### src/rtl/ins_sequencer.sv
// Program sequencer for the 19-bit instruction ROM: runs NOP/HALT/LOOP locally and issues
// all other opcodes to the datapath over valid/ready. Define INS_SEQ_STEP_EN for single-step fetch.
module ins_sequencer #(
    parameter int ADDR_W   = 8,
    parameter int INS_W    = 19,
    parameter int PROG_LEN = 67
) (
    input  logic              clk,
    input  logic              rst,
    input  logic              start,
`ifdef INS_SEQ_STEP_EN
    input  logic              step,
`endif
    output logic              busy,
    output logic              done,
    output logic              err,
    output logic [ADDR_W-1:0] ins_addr,
    input  logic [INS_W-1:0]  ins_read,
    output logic              op_valid,
    input  logic              op_ready,
    output logic [2:0]        op_code,
    output logic [1:0]        op_mode,
    output logic [6:0]        op_a,
    output logic [6:0]        op_b,
    output logic [7:0]        loop_cnt
);

    typedef enum logic [1:0] {S_IDLE, S_FETCH, S_ISSUE, S_DONE} state_t;

    localparam logic [2:0]        OPC_NOP  = 3'b000;
    localparam logic [2:0]        OPC_HALT = 3'b001;
    localparam logic [2:0]        OPC_LOOP = 3'b010;
    localparam logic [ADDR_W-1:0] PC_END   = ADDR_W'(PROG_LEN);

    state_t            state_q;
    logic [ADDR_W-1:0] pc_q;
    logic [ADDR_W-1:0] loop_addr_q;
    logic              loop_act_q;
    logic [7:0]        loop_cnt_q;
    logic              busy_q, done_q, err_q, op_valid_q;
    logic [2:0]        op_code_q;
    logic [1:0]        op_mode_q;
    logic [6:0]        op_a_q, op_b_q;

    logic [2:0]        opc;
    logic [7:0]        loop_n;
    logic [ADDR_W-1:0] loop_t;
    logic [ADDR_W-1:0] pc_inc;
    logic              loop_fault;
    logic              fetch_en;

`ifdef INS_SEQ_STEP_EN
    assign fetch_en = step;
`else
    assign fetch_en = 1'b1;
`endif

    assign opc    = ins_read[18:16];
    assign loop_n = ins_read[13:6];
    assign loop_t = ADDR_W'(ins_read[5:0]);
    assign pc_inc = pc_q + ADDR_W'(1);
    // A backward target is mandatory; a second LOOP address while one is active is nesting.
    assign loop_fault = (loop_t >= pc_q) || (loop_act_q && (pc_q != loop_addr_q));

    // NOTE: asynchronous reset returns every register (op_valid included) to idle at once;
    // all state updates are non-blocking so decode always sees the pre-edge values.
    always_ff @(posedge clk or posedge rst) begin
        if (rst) begin
            state_q     <= S_IDLE;
            pc_q        <= '0;
            loop_addr_q <= '0;
            loop_act_q  <= 1'b0;
            loop_cnt_q  <= '0;
            busy_q      <= 1'b0;
            done_q      <= 1'b0;
            err_q       <= 1'b0;
            op_valid_q  <= 1'b0;
            op_code_q   <= '0;
            op_mode_q   <= '0;
            op_a_q      <= '0;
            op_b_q      <= '0;
        end else begin
            case (state_q)
                S_IDLE, S_DONE: begin
                    if (start) begin
                        pc_q       <= '0;
                        done_q     <= 1'b0;
                        err_q      <= 1'b0;
                        loop_act_q <= 1'b0;
                        busy_q     <= 1'b1;
                        state_q    <= S_FETCH;
                    end
                end
                S_FETCH: begin
                    if (fetch_en) begin
                        if (pc_q == PC_END) begin
                            state_q <= S_DONE;
                            done_q  <= 1'b1;
                            busy_q  <= 1'b0;
                        end else begin
                            case (opc)
                                OPC_NOP: pc_q <= pc_inc;
                                OPC_HALT: begin
                                    state_q <= S_DONE;
                                    done_q  <= 1'b1;
                                    busy_q  <= 1'b0;
                                end
                                OPC_LOOP: begin
                                    if (loop_fault) begin
                                        err_q   <= 1'b1;
                                        state_q <= S_DONE;
                                        done_q  <= 1'b1;
                                        busy_q  <= 1'b0;
                                    end else if (!loop_act_q) begin
                                        if (loop_n == 8'd0) begin
                                            pc_q <= pc_inc;
                                        end else begin
                                            loop_cnt_q  <= loop_n - 8'd1;
                                            loop_act_q  <= 1'b1;
                                            loop_addr_q <= pc_q;
                                            pc_q        <= loop_t;
                                        end
                                    end else if (loop_cnt_q == 8'd0) begin
                                        loop_act_q <= 1'b0;
                                        pc_q       <= pc_inc;
                                    end else begin
                                        loop_cnt_q <= loop_cnt_q - 8'd1;
                                        pc_q       <= loop_t;
                                    end
                                end
                                default: begin
                                    op_code_q  <= opc;
                                    op_mode_q  <= ins_read[15:14];
                                    op_a_q     <= ins_read[13:7];
                                    op_b_q     <= ins_read[6:0];
                                    op_valid_q <= 1'b1;
                                    pc_q       <= pc_inc;
                                    state_q    <= S_ISSUE;
                                end
                            endcase
                        end
                    end
                end
                S_ISSUE: begin
                    if (op_valid_q && op_ready) begin
                        op_valid_q <= 1'b0;
                        state_q    <= S_FETCH;
                    end
                end
                default: state_q <= S_IDLE;
            endcase
        end
    end

    assign busy     = busy_q;
    assign done     = done_q;
    assign err      = err_q;
    assign ins_addr = pc_q;
    assign op_valid = op_valid_q;
    assign op_code  = op_code_q;
    assign op_mode  = op_mode_q;
    assign op_a     = op_a_q;
    assign op_b     = op_b_q;
    assign loop_cnt = loop_cnt_q;

endmodule

### config.mk
export PLATFORM = sky130hd
export DESIGN_NAME = ins_sequencer
export DESIGN_NICKNAME = d
export VERILOG_FILES = /design/src/rtl/ins_sequencer.sv
export SDC_FILE = /design/constraint.sdc
export NUM_CORES = 1
export LEC_CHECK = 0
export ABC_CLOCK_PERIOD_IN_PS = 4220
export BUFFER_PORTS_ARGS = -buffer_cell sky130_fd_sc_hd__buf_4
export CORE_MARGIN = 5
export CORE_UTILIZATION = 50
export DETAILED_ROUTE_END_ITERATION = 7
export PLACE_DENSITY = 0.78
export SYNTH_ARGS = -nofsm -noshare
export SYNTH_HDL_FRONTEND = slang
export SYNTH_SLANG_ARGS = --single-unit
### constraint.sdc
create_clock -name clk -period 4.22 [get_ports clk]
set_input_delay 0.633 -clock clk [delete_from_list [all_inputs] [get_ports clk]]
set_output_delay 0.633 -clock clk [all_outputs]
set_load 0.02 [all_outputs]
---- Yosys cells after proc, flatten, opt, wreduce, memory -nomap -nowiden ----
Index checks and enable logic that the tools add are counted.
storage, ports and cells
  bits in registers ....................... 50
  input port bits ......................... 23
  output and inout port bits .............. 39
  word-level logic and storage cells ...... 104
cells by class
  bitwise logic cells ..................... 5
  reduce and logical (&&, ||, !) cells .... 20
  muxes and demuxes ....................... 41
  magnitude comparators ................... 1
  add/subtract/negate cells ............... 3
  equality and inequality tests ........... 21
operators by type and width
  cell                                               count
  two-way mux 8 bit                                  9
  case mux 8 bit (2 select lines)                    2
  != test 2 bit (second input constant)              10
  two-way mux 1 bit                                  17
  zero test 8 bit                                    2
  subtractor 8 x 1 -> 8 bit (second input constant)  2
  AND reduction 5 bit                                3
  case mux 1 bit (2 select lines)                    7
  case mux 2 bit (3 select lines)                    2
  AND reduction 4 bit                                3
  AND reduction 6 bit                                2
  adder 8 x 1 -> 8 bit (second input constant)       1
  == test 8 x 7 -> 1 bit (second input constant)     1
  >= comparator 6 x 8 -> 1 bit                       1
  two-way mux 2 bit                                  4
  != test 8 bit                                      1
  != test 3 bit (second input constant)              2
  NOT 1 bit                                          5
  == test 2 bit (second input constant)              2
  != test 4 x 3 -> 1 bit (second input constant)     1
  != test 4 bit (second input constant)              1
  nonzero test 2 bit                                 2
  == test 3 x 1 -> 1 bit (second input constant)     1
  == test 3 x 2 -> 1 bit (second input constant)     1
  8 further kinds                                    9

---- Depth between registers and ports, before layout ----
  depth after elaboration ................. 7
  depth in mapped cells ................... 10
  depth with buffers taken out ............ 8

---- Least setup slack after synthesis ----
No wires, ideal clock.
  path kind ............................... reg-to-reg
  start point ............................. register pc_q[3] (netlist: ins_addr[3])
  end point ............................... register pc_q[6] (netlist: ins_addr[6])
  stages on the path, launching flop included .. 11
  arrival time ............................ 2633 ps
  path buffers ............................ 2
  period minus slack after synthesis ...... 2767 ps
  setup time .............................. 134 ps
  setup slack ............................. 1453 ps
  data required time ...................... 4086 ps
  cell sequence ........................... dfrtp_1 clkbuf_1 inv_1 ha_1 o211ai_1 a21oi_1 o221ai_1 a211oi_1 or2_2 clkbuf_1 o21ai_0
on the way
  cells in the longest elaborated chain, start to end .. 7
  elaborated cells on any way between the ends .. 16
  those cells by class .................... 1 x add/sub; 1 x order compare; 4 x eq/ne; 7 x mux; 3 x reduce/logical
RTL lines
  element                               RTL line  source
  from (decl)                           36        logic [ADDR_W-1:0] pc_q;
  from (signal assigned)                102       OPC_NOP: pc_q <= pc_inc;
  from (signal assigned)                116       pc_q <= pc_inc;
  from (signal assigned)                121       pc_q <= loop_t;
  adder 8 x 1 -> 8 bit                  61        assign pc_inc = pc_q + ADDR_W'(1);
  two-way mux 8 bit (on tied branches)  115, 123
  two-way mux 8 bit                     114       end else if (!loop_act_q) begin
  two-way mux 8 bit                     109       if (loop_fault) begin
  case mux 8 bit (2 select lines)       101       case (opc)
  two-way mux 8 bit                     96        if (pc_q == PC_END) begin
  case mux 8 bit (2 select lines)       83        case (state_q)
Parallel ways exist; a longest one is shown, timed or not. The select of a mux whose other input is x is not followed.
A chain may end at the register's enable or synchronous reset.

---- Worst setup path in the final report ----
  start point ............................. register pc_q[0] (netlist: ins_addr[0])
  end point ............................... register loop_cnt_q[4] (netlist: loop_cnt[4])
on the way
  cells in the longest elaborated chain, start to end .. 5
  elaborated cells on any way between the ends .. 8
  those cells by class .................... 1 x order compare; 2 x eq/ne; 2 x bitwise; 3 x reduce/logical
RTL lines
  element                                                               RTL line  source
  branches (longest 4 deep; another with >= comparator 6 x 8 -> 1 bit)  --
  AND reduction 6 bit (no source line) (*)                              --
  to (signal assigned)                                                  118       loop_cnt_q <= loop_n - 8'd1;
  to (signal assigned)                                                  127       loop_cnt_q <= loop_cnt_q - 8'd1;
  to (decl)                                                             39        logic [7:0] loop_cnt_q;
Mark *: on every way between the ends.

==> reports/qor.yml <==
cts_resized: 0
drv_slew: 0
cts_hold_buffers: 0
cp_data_required_time_ns: 4.40
dpl_cell_area_um2: 3436
cts_buffers: 5
cts_tree: "built"
synth_ff_type: "dfrtp_1"
hold_class: "reg2reg"
p_per_area_nw_per_um2: 715.9
ys_warn_count: 0
gp_congestion: 0.8921
final_cell_mix: "66 x buf_4, 50 x dfrtp_1, 30 x nand2_1"
grt_max_degree: 51
crit_fanout: 10
slew-limit-headroom_pct: 30.62
portBuffers: 61
routed_via_density: 5.683
row_count: 27
cts.sinks: 50
syn_nets: 327
drt_first_pass_iters: 4
clk_pin_slew_worst_paths_ns: 0.10
drv_cap: 0
gr-usage-all-layers_pct: 19.52
synth_area_um2: 2918
vias: 2404
synth-seq-cells: 50
wirelength_mm: 6.888
grt_pass1_vias: 2469
synth_area_leaders: "dfrtp_1 43%, mux2_2 11%, ha_1 4.3%"
fin_util_pct: 63.34
status: "finished clean"
fin_nets: 383
fmax_ghz: 0.3695
initial_core_util_pct: 52.35
fin_ws_ns: 1.514
p_leak_uw: 0.001596
clk_path_buf_depth: 2
setup_viol: 0
first_iter_violations: 188
finalHoldViolCount: 0
worstSetupPathType: "reg2reg"
crit_arrival_ns: 2.88
final_cell_area_um2: 3531
dp_hpwl_mm: 5.062
diodes: 0
synth-async-reset-ratio_pct: 100.0
core-area_um2: 5574
cp-start-kind: "register"
period_needed_ns: 2.706
yosys.area.top_type_share_pct: 42.88
drive_above_1_share_pct: 32.76
ir_drop_uv: 383.2
fin_setup_tns_ns: 0
clock_latency_ns: 0.31
antenna_found_initial: 0
critPathCaptureType: "register"
root_buffer: "clkbuf_8"
ant_nets: 0
grt-ovfl-total: 0
synth_cell_types: 47
grt_pass1_wl_mm: 11.84
finalCritPeriodShare_pct: 64.13
synthCells: 294
finClkSkew_ns: 0.009674
io_pins: 62
syn2layout_area_growth_pct: 21.01
syn_area_per_cell_um2: 9.924
die_w_um: 86.39
die_y_um: 86.39
worst_pin_slew_ns: 1.039
synth_top_area_cell: "dfrtp_1"
ys_seq_area_share_pct: 42.88
layout_commonest_cell: "buf_4"
place_ws_ns: 1.442
rsz0062_at_grt: "false"
wl_per_cell_um: 16.28
htree_levels: 2
post-cts-setup-buffers: 0
synth_edf_count: 0
drc: 0
dieArea_um2: 7463
-- worst paths after layout --
kind / startpoint / end / slack (ns) / depth (start not counted)
hold reg to reg: op_mode[1] / op_mode[1] / 0.52 / 1
max in group asynchronous: rst / ins_addr[0] / 2.99 / 2
min in group asynchronous: rst / loop_addr_q[7] / 0.58 / 2
hold / removal: op_mode[1] / op_mode[1] / 0.52 / 1
setup / recovery: ins_addr[0] / loop_cnt[4] / 1.51 / 7
setup reg to reg: ins_addr[0] / loop_cnt[4] / 1.51 / 7
-- layout make-up --
class / count / area, um^2
fillers: 483 / 2043
multi-input cells: 216 / 1558
flip-flops and latches: 50 / 1251
repair buffers: 66 / 495.5
well taps: 72 / 90.09
clock buffers: 6 / 82.58
inverters: 11 / 41.29
clock inverters: 2 / 12.51
-- report_power, final --
group	total [uW]	internal (uW)	leakage [uW]	switching [uW]
logic	1360	615	0.000934	746
registers	873	677	0.000615	196
clock network	293	132	0.0000472	161
-- cells by family after synthesis --
kind of cell | count (synthesis) | share of synthesized area (%)
and+or+nand+nor | 106 | 19.68
AOI/OAI and AO/OA | 54 | 12.48
DFF | 50 | 42.88
muxes | 36 | 13.55
buffers and inverters | 28 | 4.116
xor gates and xnor gates | 10 | 3.002
adders and majority gates | 10 | 4.288
-- cells in the mapped netlist, types with 2 or more instances --
master	n
nor3_2	2
nand3_1	9
o31ai_1	4
inv_1	11
or4_1	3
mux2i_1	8
a211o_1	4
nand2b_1	2
o21a_1	2
or3_1	8
o21ai_0	15
xnor2_1	8
xor2_1	2
or2_2	4
and3_1	3
nor3b_1	3
mux2_2	28
o211ai_1	2
nand4_1	3
nor3_1	6
buf_6	2
nor2b_1	5
nand2_1	30
clkbuf_1	15
ha_1	10
a32o_1	2
a2111oi_0	4
dfrtp_1	50
nor4_1	3
a21oi_1	11
nor2_1	17
a211oi_1	2
nand4b_1	2
-- metrics by stage --
stage / total power (uW) / std cells / hold slack, ns
detailed placement: 2242 / 415 / 0.4973
floorplan: 1767 / 294 / 0.5022
CTS: 2543 / 423 / 0.5168
global placement: 2208 / 415 / 0.4802
finish: 2528 / 423 / 0.5165
global route: 2715 / 423 / 0.5284
-- sequential cells by signal, indices dropped and copies added (netlist names) --
register,count
busy,1
ins_addr,8
state_q,2
op_valid,1
op_b,7
loop_act_q,1
err,1
op_a,7
op_code,3
loop_addr_q,8
done,1
op_mode,2
loop_cnt,8
-- routing by layer --
metal,track usage [%],up-vias,part of all wire (%)
met4,5.524,0,1.2
li1,-,1182,-
met3,3.707,7,5.9
met5,0,-,0
met2,32.48,73,49
met1,25.95,1142,44
-- worst max-delay path, stage by stage (launching register included) --
cell       delay (ns)
dfrtp_1          0.54
ha_1             0.35
nand4bb_1        0.21
o211ai_1         0.12
or3_1            0.38
or3_1            0.43
a2111oi_0        0.46
a311oi_1         0.09
(Power assumes the default switching activity.)
